**config.mk**
```make
export PLATFORM = sky130hd
export DESIGN_NAME = uart_rx_frame
export DESIGN_NICKNAME = d
export VERILOG_FILES = /design/src/rtl/uart_pkg.sv /design/src/rtl/uart_rx_sync.sv /design/src/rtl/uart_rx_frame.sv
export SDC_FILE = /design/constraint.sdc
export NUM_CORES = 1
export LEC_CHECK = 0
export BUFFER_PORTS_ARGS = -buffer_cell sky130_fd_sc_hd__buf_2
export CAP_MARGIN = 20
export CORE_MARGIN = 2
export CORE_UTILIZATION = 45
export DETAILED_ROUTE_END_ITERATION = 6
export GPL_ROUTABILITY_DRIVEN = 0
export PLACE_DENSITY = 0.66
export SLEW_MARGIN = 0
export SYNTH_ARGS = -nofsm -noshare
export SYNTH_HDL_FRONTEND = slang
export SYNTH_SLANG_ARGS = --single-unit
```
**constraint.sdc**
```tcl
create_clock -name clk -period 1.8 [get_ports clk]
set_input_delay 0.27 -clock clk [delete_from_list [all_inputs] [get_ports clk]]
set_output_delay 0.27 -clock clk [all_outputs]
set_load 0.02 [all_outputs]
```
**src/rtl/uart_pkg.sv**
```systemverilog
// Shared types and helpers for the UART receive framer.
// No logic of its own; the parameter check is evaluated at elaboration.
// No flow control.
package uart_pkg;

    typedef enum logic [2:0] {
        ST_IDLE,
        ST_START,
        ST_DATA,
        ST_PARITY,
        ST_STOP,
        ST_BREAK
    } state_t;

    localparam int PARITY_NONE = 0;
    localparam int PARITY_ODD  = 1;
    localparam int PARITY_EVEN = 2;

    // XOR of up to 9 data bits; narrower words are zero-extended by the caller.
    function automatic logic parity_of(input logic [8:0] bits);
        return ^bits;
    endfunction

    // Legal configuration: 5..9 data bits, even bit period of at least 4 clocks,
    // 1 or 2 stop bits, parity mode none/odd/even.
    function automatic bit params_ok(input int data_bits, input int clks_per_bit,
                                     input int parity, input int stop_bits);
        return (data_bits >= 5) && (data_bits <= 9) &&
               (clks_per_bit >= 4) && ((clks_per_bit % 2) == 0) &&
               (stop_bits == 1 || stop_bits == 2) &&
               (parity >= PARITY_NONE) && (parity <= PARITY_EVEN);
    endfunction

endpackage

```
**src/rtl/uart_rx_sync.sv**
```systemverilog
// Two-flop synchroniser for the asynchronous serial input, resets to idle-high.
// Latency: 2 clk cycles.
// No flow control.
module rx_sync (
    input  logic clk,
    input  logic reset,
    input  logic rx,
    output logic rx_s
);

    logic [1:0] sync_q;
    logic [1:0] sync_d;

    // Shift the raw line through two stages.
    always_comb begin
        sync_d = {sync_q[0], rx};
    end

    // Synchroniser registers, reset to the idle level.
    always_ff @(posedge clk or posedge reset) begin
        if (reset) begin
            sync_q <= 2'b11;
        end else begin
            sync_q <= sync_d;
        end
    end

    assign rx_s = sync_q[1];

endmodule

```
**src/rtl/uart_rx_frame.sv**
```systemverilog
// UART receive framer: start qualification, centre sampling, parity/stop checks, output holding register.
// Latency: data_valid rises 1 clk after the last stop-bit sample.
// Backpressure: one-word holding register; a frame completing while it is full and not accepted is dropped with an overrun pulse.
module uart_rx_frame
    import uart_pkg::*;
#(
    parameter int DATA_BITS    = 8,
    parameter int CLKS_PER_BIT = 16,
    parameter int PARITY       = 0,
    parameter int STOP_BITS    = 1
) (
    input  logic                 clk,
    input  logic                 reset,
    input  logic                 rx,
    output logic [DATA_BITS-1:0] data_out,
    output logic                 data_valid,
    input  logic                 data_ready,
    output logic                 parity_err,
    output logic                 frame_err,
    output logic                 overrun,
    output logic                 busy
);

    if (!params_ok(DATA_BITS, CLKS_PER_BIT, PARITY, STOP_BITS)) begin : g_param_check
        $error("uart_rx_frame: illegal parameter combination");
    end

    localparam int CNT_W = $clog2(CLKS_PER_BIT);
    localparam logic [CNT_W-1:0] CNT_HALF = CNT_W'(CLKS_PER_BIT / 2 - 1);
    localparam logic [CNT_W-1:0] CNT_FULL = CNT_W'(CLKS_PER_BIT - 1);
    localparam logic [3:0]       LAST_DATA = 4'(DATA_BITS - 1);
    localparam logic [3:0]       LAST_STOP = 4'(STOP_BITS - 1);

    logic rx_s;

    rx_sync u_rx_sync (
        .clk   (clk),
        .reset (reset),
        .rx    (rx),
        .rx_s  (rx_s)
    );

    state_t               state_q, state_d;
    logic [CNT_W-1:0]     cnt_q, cnt_d;
    logic [3:0]           bit_q, bit_d;
    logic [DATA_BITS-1:0] shift_q, shift_d;
    logic                 perr_nxt_q, perr_nxt_d;
    logic                 ferr_nxt_q, ferr_nxt_d;
    logic [DATA_BITS-1:0] data_q, data_d;
    logic                 data_valid_q, data_valid_d;
    logic                 parity_err_q, parity_err_d;
    logic                 frame_err_q, frame_err_d;
    logic                 overrun_q, overrun_d;
    logic                 ferr_final;

    // Next-state, bit timer, shift register and holding-register update.
    always_comb begin
        state_d      = state_q;
        cnt_d        = cnt_q + CNT_W'(1);
        bit_d        = bit_q;
        shift_d      = shift_q;
        perr_nxt_d   = perr_nxt_q;
        ferr_nxt_d   = ferr_nxt_q;
        data_d       = data_q;
        data_valid_d = data_valid_q;
        parity_err_d = parity_err_q;
        frame_err_d  = frame_err_q;
        overrun_d    = 1'b0;
        ferr_final   = ferr_nxt_q | ~rx_s;

        // A transfer empties the holding register; a completing frame below may refill it.
        if (data_valid_q && data_ready) begin
            data_valid_d = 1'b0;
        end

        unique case (state_q)
            ST_IDLE: begin
                cnt_d = '0;
                if (!rx_s) begin
                    state_d = ST_START;
                end
            end
            ST_START: begin
                if (cnt_q == CNT_HALF) begin
                    cnt_d      = '0;
                    bit_d      = '0;
                    perr_nxt_d = 1'b0;
                    ferr_nxt_d = 1'b0;
                    // A line that is high again at mid-start was only a glitch.
                    state_d    = rx_s ? ST_IDLE : ST_DATA;
                end
            end
            ST_DATA: begin
                if (cnt_q == CNT_FULL) begin
                    cnt_d   = '0;
                    shift_d = {rx_s, shift_q[DATA_BITS-1:1]};
                    if (bit_q == LAST_DATA) begin
                        bit_d   = '0;
                        state_d = (PARITY != PARITY_NONE) ? ST_PARITY : ST_STOP;
                    end else begin
                        bit_d = bit_q + 4'd1;
                    end
                end
            end
            ST_PARITY: begin
                if (cnt_q == CNT_FULL) begin
                    cnt_d      = '0;
                    perr_nxt_d = (parity_of(9'(shift_q)) ^ rx_s) != (PARITY == PARITY_ODD);
                    state_d    = ST_STOP;
                end
            end
            ST_STOP: begin
                if (cnt_q == CNT_FULL) begin
                    cnt_d      = '0;
                    ferr_nxt_d = ferr_final;
                    if (bit_q == LAST_STOP) begin
                        bit_d = '0;
                        if (!data_valid_q || data_ready) begin
                            data_d       = shift_q;
                            parity_err_d = perr_nxt_q;
                            frame_err_d  = ferr_final;
                            data_valid_d = 1'b1;
                        end else begin
                            overrun_d = 1'b1;
                        end
                        // All-zero data with a low final stop bit is a line break.
                        state_d = ((shift_q == '0) && !rx_s) ? ST_BREAK : ST_IDLE;
                    end else begin
                        bit_d = bit_q + 4'd1;
                    end
                end
            end
            ST_BREAK: begin
                cnt_d = '0;
                if (rx_s) begin
                    state_d = ST_IDLE;
                end
            end
            default: begin
                state_d = ST_IDLE;
                cnt_d   = '0;
            end
        endcase
    end

    // State and datapath registers.
    always_ff @(posedge clk or posedge reset) begin
        if (reset) begin
            state_q      <= ST_IDLE;
            cnt_q        <= '0;
            bit_q        <= '0;
            shift_q      <= '0;
            perr_nxt_q   <= 1'b0;
            ferr_nxt_q   <= 1'b0;
            data_q       <= '0;
            data_valid_q <= 1'b0;
            parity_err_q <= 1'b0;
            frame_err_q  <= 1'b0;
            overrun_q    <= 1'b0;
        end else begin
            state_q      <= state_d;
            cnt_q        <= cnt_d;
            bit_q        <= bit_d;
            shift_q      <= shift_d;
            perr_nxt_q   <= perr_nxt_d;
            ferr_nxt_q   <= ferr_nxt_d;
            data_q       <= data_d;
            data_valid_q <= data_valid_d;
            parity_err_q <= parity_err_d;
            frame_err_q  <= frame_err_d;
            overrun_q    <= overrun_d;
        end
    end

    assign data_out   = data_q;
    assign data_valid = data_valid_q;
    assign parity_err = parity_err_q;
    assign frame_err  = frame_err_q;
    assign overrun    = overrun_q;
    assign busy       = (state_q != ST_IDLE);

endmodule
```
==> impl_metrics.tcl <==
set metrics [dict create \
    ir_drop_mv 0.547 \
    viasPerCell 5.26 \
    cts_buffer_depth 2 \
    cts_tree "yes" \
    hold_class "primary input to asynchronous set/reset pin" \
    drt_iter0_markers 60 \
    crit_path_max_fanout 8 \
    critPathSlowestCell "dfrtp_2" \
    final_common_cell "dfrtp_1" \
    setup.worst_path.class "flip-flop to output pin" \
    hold_violations 0 \
    max_freq_ghz 0.576 \
    finalClockSkew_ns 0.00684 \
    maxCapViolations 0 \
    synth_top_area_frac 0.456 \
    rrSetupSlack_ns 0.11 \
    grt_pass1_wl_um 6020 \
    start_util 0.459 \
    cp.arrival_ns 1.46 \
    synth-edff-count 0 \
    fin_crit_ns 1.73 \
    worst_pin_slew_ns 0.571 \
    rows 23 \
    cts_buffers 5 \
    grt_pass1_vias 1378 \
    vias 1374 \
    clock_latency_ns 0.29 \
    required_ns 1.53 \
    seq_area_frac_synth 0.485 \
    dp_hpwl_um 2640 \
    netlist_area_um2 1810 \
    antenna_found_initial 0 \
    die_w_um 67.4 \
    critPathLaunch "state_q[2]" \
    cts.sinks 35 \
    crit_path_cell_trace "buf_4 > or3_1 > buf_2" \
    synth_top_area_cell "dfrtp_1" \
    max_stage_delay_ns 0.42 \
    setup_violations 0 \
    synthCells 186 \
    routed_wl_um 3580 \
    fin_cells 261 \
    dr.pass1.iters 4 \
    boundaryPins 17 \
    setup-tns-final_ns 0 \
    rsz0062_at_grt "no" \
    syn-num-nets 197 \
    grt_overflow 0 \
    cts-root-buf "clkbuf_8" \
    ys_seq_elements 35 \
    status "complete, no violations" \
    port-buffer-count 16 \
    grt_usage 0.180 \
    fp.coreArea_um2 3940 \
    synth_cell_types 51 \
    die_area_um2 4550 \
    ys.flop_type "dfrtp_1" \
    drcViolationCount 0 \
    drive_gt1_frac 0.223 \
    grt_max_degree 23 \
    die_height_um 67.4 \
    report.final.slew_viol_count 0 \
    worstSetupStartpointType "flip-flop" \
    p_per_area_nw_per_um2 1120 \
    place_inst 252 \
    postCtsHoldBufs 0 \
    ys_warn_count 0 \
    reg2reg_from "bit_q[0]" \
    synth_area_per_cell_um2 9.73 \
    ant_nets 0 \
    final_cell_mix "dfrtp_1 (31), nand2_1 (28), o21ai_1 (17)" \
    p_leak_nw 0.958 \
    synth_area_leaders "dfrtp_1 (46%), nand2_1 (5.8%), ha_1 (4.8%), o21ai_1 (4.7%), dfstp_2 (2.9%)" \
    clkTransAtPathRegs_ns 0.07 \
    async_flop_share 1.00 \
    layout.nets 221 \
    worst_setup_path_end_kind "output pin" \
    slew_headroom 0.619 \
    period_share 0.964 \
    n_antenna_cell 0 \
    wl_per_cell_um 13.7 \
    htree_levels 2 \
    area_growth_pct 14.5 \
]
[path summary, 6_finish.rpt]
kind,end,cells after the start
setup / recovery,busy,3
hold / removal,shift_q[4],2
setup reg to reg,state_q[0],6
hold reg to reg,u_rx_sync.sync_q[1],0
max in group asynchronous,state_q[1],3
min in group clk,u_rx_sync.sync_q[0],1
[logic make-up after synthesis]
| family | synth area share |
|---|---|
| xor gates and xnor gates | 0.0290 |
| muxes | 0.0138 |
| DFF | 0.485 |
| AOI/OAI and AO/OA | 0.153 |
| buffers and inverters | 0.0622 |
| adders and majority gates | 0.0484 |
| and+or+nand+nor | 0.208 |
[worst max-delay path, delay by kind of cell (launching register included)]
| kind | cells | cell delay, ns |
|---|---|---|
| simple gates | 1 | 0.41 |
| buf+inv | 2 | 0.35 |
| flops | 1 | 0.42 |
[layer usage]
layer,part of all wire,global-route usage
met5,0,0
met3,0.042,0.0517
met2,0.48,0.292
met1,0.46,0.227
met4,0.014,0.0663
[flip-flops by register name (all words and copies together) (netlist names)]
name,cells
data_out,8
shift_q,8
bit_q,4
cnt_q,4
state_q,3
u_rx_sync.sync_q,2
data_valid,1
ferr_nxt_q,1
frame_err,1
overrun,1
parity_err,1
perr_nxt_q,1
[power breakdown]
part,internal (W),total (W),switching [W]
Combinational,0.000334,0.000775,0.000440
Clock,0.000270,0.000560,0.000290
Sequential,0.000884,0.000981,0.0000973
Total,0.00149,0.00232,0.000827
[cells in the mapped netlist (2+ instances only)]
cell type,count
o21a_1,2
a21oi_1,2
xnor2_1,3
nor3_1,3
buf_4,2
ha_1,7
o21ai_1,17
inv_1,13
xor2_1,3
and2b_1,2
clkbuf_1,3
nor3b_1,2
nand3_1,6
dfstp_2,2
nand3b_1,2
nand2_1,28
dfrtp_1,33
or3_1,2
and3_1,4
nor2_1,9
buf_6,2
nor2b_1,3
o21ai_0,8
[final cells by class]
type                            count  area [um2]
Multi-Input combinational cell    128         820
Tap cell                           50        62.6
Fill cell                         369        1870
Sequential cell                    35         881
Clock inverter                      2        12.5
Clock buffer                        6        72.6
Inverter                           14        53.8
Timing Repair Buffer               26         171
[timing repair]
item / CTS / global route
endpoints found under the setup margin: 1 / 10
buffers inserted: 1 / 0
gates resized for setup: 1 / 2
pin swaps: 0 / 1
[stage by stage]
| step | worst slack (ns) | instance area [um2] | total power [W] | hold slack [ns] | util |
|---|---|---|---|---|---|
| finish | 0.0653 | 2070 | 0.00232 | 0.0240 | 0.526 |
| global route | 0.00712 | 2070 | 0.00247 | 0.0756 | 0.526 |
| CTS | 0.0655 | 2070 | 0.00233 | 0.0387 | 0.525 |
| detailed placement | 0.104 | 1970 | 0.00174 | 0.353 | 0.501 |
| global placement | 0.147 | 1970 | 0.00170 | 0.327 | 0.501 |
| floorplan | 0.132 | 1810 | 0.00154 | 0.274 | - |
No activity file was read; power rests on OpenSTA's default activity.
